<file path="config.mk">
export PLATFORM = sky130hd
export DESIGN_NAME = keypad_scanner
export DESIGN_NICKNAME = d
export VERILOG_FILES = /design/src/rtl/keypad_scanner.sv
export SDC_FILE = /design/constraint.sdc
export NUM_CORES = 1
export LEC_CHECK = 0
export CAP_MARGIN = 20
export CORE_MARGIN = 2
export CORE_UTILIZATION = 35
export CTS_CLUSTER_DIAMETER = 80
export DETAILED_ROUTE_END_ITERATION = 16
export PLACE_DENSITY = 0.59
export SLEW_MARGIN = 25
export SYNTH_ARGS = -nofsm -noshare
export SYNTH_HDL_FRONTEND = slang
export SYNTH_SLANG_ARGS = --single-unit
</file>
<file path="constraint.sdc">
create_clock -name clock -period 3.59 [get_ports clock]
set_clock_uncertainty 0.15 [all_clocks]
set_input_delay 1.077 -clock clock [delete_from_list [all_inputs] [get_ports clock]]
set_output_delay 1.077 -clock clock [all_outputs]
set_load 0.01 [all_outputs]
</file>
<file path="src/rtl/keypad_scanner.sv">
// keypad_scanner: column-scanning, debouncing 4x4 hex keypad reader.
// Drives one active-low column at a time, synchronizes the active-low rows,
// debounces a single pressed key and shifts its hex code into a 32-bit
// number register that can feed the 8-digit display driver directly.
//
// Optional build macro: KEYPAD_CLEAR_KEY_EN
//   defined   -> key D clears the number register instead of shifting in
//   undefined -> key D shifts in like every other key
module keypad_scanner #(
  parameter int SCAN_DIV       = 4,
  parameter int DEBOUNCE_TICKS = 3
) (
  input  logic        clock,
  input  logic        reset_n,
  input  logic [3:0]  row,
  output logic [3:0]  col,
  output logic        key_valid,
  output logic [3:0]  key_code,
  output logic        key_down,
  output logic [31:0] number
);

  localparam int DIV_W = (SCAN_DIV > 1) ? $clog2(SCAN_DIV) : 1;
  localparam int CNT_W = $clog2(DEBOUNCE_TICKS + 1);

  localparam logic [DIV_W-1:0] DIV_LAST  = DIV_W'(SCAN_DIV - 1);
  localparam logic [CNT_W-1:0] CNT_LIMIT = CNT_W'(DEBOUNCE_TICKS);
  localparam logic [CNT_W-1:0] CNT_ONE   = CNT_W'(1);

  typedef enum logic [1:0] {
    SCAN,
    DEBOUNCE,
    PRESSED,
    RELEASE
  } state_t;

  state_t            state;
  state_t            state_next;

  logic [DIV_W-1:0]  div_cnt;
  logic              tick;

  logic [3:0]        row_meta;
  logic [3:0]        rs;

  logic [1:0]        col_idx;
  logic [1:0]        col_idx_next;
  logic [CNT_W-1:0]  cnt;
  logic [CNT_W-1:0]  cnt_next;
  logic [CNT_W-1:0]  cnt_inc;
  logic [3:0]        pattern;
  logic [3:0]        pattern_next;

  logic              key_valid_next;
  logic [3:0]        key_code_next;
  logic              key_down_next;
  logic [31:0]       number_next;

  logic              single_zero;
  logic [1:0]        row_idx;
  logic [3:0]        pressed_code;

  // Hex legend of the keypad, row-major; the bottom row reads 0 F E D.
  function automatic logic [3:0] decode_key(input logic [1:0] r, input logic [1:0] c);
    logic [3:0] code;
    case ({r, c})
      4'b00_00: code = 4'h1;
      4'b00_01: code = 4'h2;
      4'b00_10: code = 4'h3;
      4'b00_11: code = 4'hA;
      4'b01_00: code = 4'h4;
      4'b01_01: code = 4'h5;
      4'b01_10: code = 4'h6;
      4'b01_11: code = 4'hB;
      4'b10_00: code = 4'h7;
      4'b10_01: code = 4'h8;
      4'b10_10: code = 4'h9;
      4'b10_11: code = 4'hC;
      4'b11_00: code = 4'h0;
      4'b11_01: code = 4'hF;
      4'b11_10: code = 4'hE;
      default:  code = 4'hD;
    endcase
    return code;
  endfunction

  // Free-running scan-tick divider; the tick paces both column stepping and
  // debounce sampling, giving each new column SCAN_DIV clocks to settle.
  always_ff @(posedge clock or negedge reset_n) begin
    if (!reset_n) begin
      div_cnt <= '0;
    end else if (tick) begin
      div_cnt <= '0;
    end else begin
      div_cnt <= div_cnt + 1'b1;
    end
  end

  assign tick = (div_cnt == DIV_LAST);

  // Two-flop synchronizer on the asynchronous row lines; idle rows read high.
  always_ff @(posedge clock or negedge reset_n) begin
    if (!reset_n) begin
      row_meta <= 4'b1111;
      rs       <= 4'b1111;
    end else begin
      row_meta <= row;
      rs       <= row_meta;
    end
  end

  // A valid press shows exactly one low row; anything else is idle or ghosting.
  always_comb begin
    single_zero = 1'b0;
    case (rs)
      4'b1110, 4'b1101, 4'b1011, 4'b0111: single_zero = 1'b1;
      default:                            single_zero = 1'b0;
    endcase
  end

  // Row index of the captured key, recovered from the saved one-cold pattern.
  always_comb begin
    row_idx = 2'd0;
    case (pattern)
      4'b1110: row_idx = 2'd0;
      4'b1101: row_idx = 2'd1;
      4'b1011: row_idx = 2'd2;
      4'b0111: row_idx = 2'd3;
      default: row_idx = 2'd0;
    endcase
  end

  assign pressed_code = decode_key(row_idx, col_idx);
  assign cnt_inc      = cnt + CNT_ONE;

  // Next-state and next-output logic for the scan / debounce / accept / release cycle.
  always_comb begin
    state_next     = state;
    col_idx_next   = col_idx;
    cnt_next       = cnt;
    pattern_next   = pattern;
    key_valid_next = 1'b0;
    key_code_next  = key_code;
    key_down_next  = key_down;
    number_next    = number;

    case (state)
      SCAN: begin
        if (tick) begin
          if (single_zero) begin
            pattern_next = rs;
            cnt_next     = CNT_ONE;
            state_next   = (DEBOUNCE_TICKS == 1) ? PRESSED : DEBOUNCE;
          end else begin
            col_idx_next = col_idx + 2'd1;
          end
        end
      end

      DEBOUNCE: begin
        if (tick) begin
          if (rs == pattern) begin
            cnt_next = cnt_inc;
            if (cnt_inc == CNT_LIMIT) begin
              state_next = PRESSED;
            end
          end else begin
            col_idx_next = col_idx + 2'd1;
            state_next   = SCAN;
          end
        end
      end

      PRESSED: begin
        key_valid_next = 1'b1;
        key_code_next  = pressed_code;
        number_next    = {number[27:0], pressed_code};
`ifdef KEYPAD_CLEAR_KEY_EN
        if (pressed_code == 4'hD) begin
          number_next = '0;
        end
`endif
        key_down_next  = 1'b1;
        cnt_next       = '0;
        state_next     = RELEASE;
      end

      RELEASE: begin
        if (tick) begin
          if (rs == 4'b1111) begin
            if (cnt_inc == CNT_LIMIT) begin
              cnt_next      = '0;
              key_down_next = 1'b0;
              col_idx_next  = col_idx + 2'd1;
              state_next    = SCAN;
            end else begin
              cnt_next = cnt_inc;
            end
          end else begin
            cnt_next = '0;
          end
        end
      end

      default: begin
        state_next = SCAN;
      end
    endcase
  end

  // State and output registers; col is registered from the next column index
  // so the drive always matches col_idx with no decode glitches on the pins.
  always_ff @(posedge clock or negedge reset_n) begin
    if (!reset_n) begin
      state     <= SCAN;
      col_idx   <= 2'd0;
      col       <= 4'b1110;
      cnt       <= '0;
      pattern   <= 4'b1111;
      key_valid <= 1'b0;
      key_code  <= 4'h0;
      key_down  <= 1'b0;
      number    <= '0;
    end else begin
      state     <= state_next;
      col_idx   <= col_idx_next;
      col       <= ~(4'b0001 << col_idx_next);
      cnt       <= cnt_next;
      pattern   <= pattern_next;
      key_valid <= key_valid_next;
      key_code  <= key_code_next;
      key_down  <= key_down_next;
      number    <= number_next;
    end
  end

endmodule

</file>
==> impl_metrics.tcl <==
set metrics [dict create \
    synth_area_leaders "dfrtp_1 (42%), dfstp_2 (15%), nand2_1 (15%), ha_1 (3.4%), xor2_1 (2.0%)" \
    outcome "finished, final reports clean" \
    power_mw 1.90 \
    dr.pass1.iters 4 \
    critPathLaunch "col[3]$_DFF_PN1_" \
    syn_inst 259 \
    synth-adder-area-share 0.0339 \
    placed_area_um2 3120 \
    cp.required_ns 2.36 \
    ff_latch_area_um2 1470 \
    wirelength_mm 4.93 \
    maxSlewHeadroom 0.414 \
    worstRegToRegCells 5 \
    cts-root-buf "clkbuf_8" \
    synth_flop_cell "dfrtp_1" \
    peakVddDrop_uv 274 \
    synth-edff-count 0 \
    drive_above_1_share 0.133 \
    grt_max_degree 50 \
    cts_buffers 9 \
    wire_per_inst_um 12.1 \
    timing.final.max_slew_violations 0 \
    fmax_mhz 386 \
    die-area_um2 8090 \
    synth_cell_type_count 41 \
    clock_latency_ns 0.33 \
    hold_violations 0 \
    synth_most_common_cell "nand2_1" \
    reg2reg_slack_ns 1.26 \
    dp_hpwl_mm 3.40 \
    clock_sinks 58 \
    die_h_um 89.9 \
    cts_tree "yes" \
    ys_ff_latch 58 \
    path_max_fanout 1 \
    grt_pass1_vias 1848 \
    drt-initial-drc-count 42 \
    synth-compound-area-share 0.0770 \
    stdcell_area_um2 3300 \
    portBuffers 47 \
    path_buf_inv 1 \
    grt_pass1_wl_mm 8.62 \
    synth_top_area_share 0.416 \
    setup_violations 0 \
    synth_top_family_by_area "simple AND/OR/NAND/NOR gates" \
    route.vias.total 1919 \
    syn_area_um2 2580 \
    leakage_nw 1.54 \
    yosys.area.top_type "dfrtp_1" \
    p_per_area_nw_per_um2 576 \
    ant_nets 0 \
    reg2reg_to "col[1]$_DFF_PN1_" \
    postCtsSetupBuffers 0 \
    viasPerCell 4.70 \
    htreeDepth 3 \
    multi_input_comb_area_um2 1010 \
    max_cap_violations 0 \
    fillers 711 \
    syn-num-nets 272 \
    worst_slew_pin_slew_ns 0.879 \
    path_depth 1 \
    route.detailed.drc 0 \
    wl_met1_mm 2.32 \
    worstReg2RegStart "rs[1]$_DFF_PN1_" \
    path_class "reg -> out" \
    syn_avg_cell_area_um2 9.98 \
    tns_ns 0 \
    fin_nets 317 \
    yosys_warnings 0 \
    synth_mux_area_frac 0.0397 \
    core_area_um2 7210 \
    post-route-period-util 0.721 \
    dr_wl_met2_mm 2.28 \
    rsz0062_at_grt "false" \
    synthTopCellsByCount "nand2_1 (102), dfrtp_1 (43), dfstp_2 (15)" \
    endpoint "col[3]" \
    hold_class "reg -> reg" \
    initial_core_util 0.358 \
    clk_pin_slew_worst_paths_ns 0.06 \
    antenna_cells 0 \
    antenna_found_initial 0 \
    synthXorXnorAreaFrac 0.0271 \
    cts_max_path_buffers 2 \
    ioPinCount 48 \
    grt_use_total 0.132 \
    cp-start-kind "flop" \
    yosys.area_share.simple 0.214 \
    async_flop_share 1.00 \
    min_period_ns 2.59 \
    row_count 31 \
    worstPathArrival_ns 1.36 \
    gp_congestion 0.814 \
    critical_path.max_stage_delay_ns 0.52 \
    wl_met3_um 249 \
    ys_seq_area_frac 0.569 \
    die_x_um 89.9 \
    crit_slowest_cell "clkdlybuf4s50_1" \
    area_growth_pct 27.7 \
    highest_layer "met4" \
    critPathCaptureType "output pin" \
    critical-path-top-delay-family "buffers and inverters" \
    crit_chain "clkdlybuf4s50_1" \
    overflow 0 \
    ctsHoldBuffers 0 \
    cts_resized 0 \
]
==> stage by stage <==
step / util / hold slack, ns / instances / setup slack [ns]
2_1_floorplan: - / 0.195 / 259 / 1.44
3_3_place_gp: 0.432 / 0.198 / 392 / 1.30
3_5_place_dp: 0.432 / 0.197 / 392 / 1.27
4_1_cts: 0.458 / 0.203 / 408 / 0.973
5_1_grt: 0.458 / 0.209 / 408 / 0.965
6_report: 0.458 / 0.203 / 408 / 1.00
==> cells by family (layout without fill, tap and decap cells) <==
kind of cell	count (synthesis)	in the layout
xor+xnor	8	8
flops	58	58
simple gates	127	127
buf+inv	23	73
mux	8	8
fa+ha+maj	7	7
compound gates	28	28
==> flip-flops by register name, indices dropped and copies added, names as in the netlist, 2 cells and up, named ones only <==
signal	flops
col	4
col_idx	2
cnt	2
number	29
pattern	4
rs	4
row_meta	4
div_cnt	2
key_code	3
==> cell usage in the layout (no fill, tap or decap), types with 3 or more instances in the layout <==
| cell | Yosys | routed |
|---|---|---|
| ha_1 | 7 | 7 |
| dfstp_2 | 15 | 15 |
| o21ai_0 | 7 | 7 |
| dfrtp_1 | 43 | 43 |
| a21oi_1 | 6 | 6 |
| clkdlybuf4s50_1 | 0 | 46 |
| clkinv_2 | 0 | 4 |
| a31oi_1 | 3 | 3 |
| nor2_1 | 4 | 4 |
| xor2_1 | 6 | 6 |
| nand2_1 | 102 | 102 |
| clkbuf_8 | 0 | 9 |
| inv_1 | 8 | 8 |
| nand3_1 | 3 | 3 |
| mux2_2 | 4 | 4 |
==> area by class of cell <==
| type | count | area share |
|---|---|---|
| Clock buffer | 10 | 0.0387 |
| Clock inverter | 6 | 0.0174 |
| Inverter | 8 | 0.00909 |
| Tap cell | 99 | 0.0375 |
| Sequential cell | 58 | 0.445 |
| Multi-Input combinational cell | 178 | 0.307 |
| Timing Repair Buffer | 49 | 0.146 |
==> worst min path at each step <==
stage	from	end	slack [ns]	depth (start not counted)
6_report	row_meta[3]$_DFF_PN1_	rs[3]$_DFF_PN1_	0.20	0
5_1_grt	row_meta[1]$_DFF_PN1_	rs[1]$_DFF_PN1_	0.21	0
4_1_cts	row_meta[3]$_DFF_PN1_	rs[3]$_DFF_PN1_	0.20	0
3_5_place_dp	row_meta[3]$_DFF_PN1_	rs[3]$_DFF_PN1_	0.20	0
3_3_place_gp	row_meta[2]$_DFF_PN1_	rs[2]$_DFF_PN1_	0.20	0
2_1_floorplan	row_meta[0]$_DFF_PN1_	rs[0]$_DFF_PN1_	0.20	0
==> power by group <==
| group | total (mW) | internal [mW] | leakage (nW) | switching, mW |
|---|---|---|---|---|
| registers | 0.848 | 0.768 | 0.742 | 0.0803 |
| logic | 0.496 | 0.245 | 0.704 | 0.251 |
| clock network | 0.557 | 0.315 | 0.0958 | 0.242 |
| total | 1.90 | 1.33 | 1.54 | 0.573 |
==> routing by layer <==
metal,up-vias,track usage
li1,942,-
met3,9,0.0377
met1,922,0.169
met2,46,0.208
met4,0,0.0641
met5,-,0
Note: power is estimated with default switching activity, not from simulation.
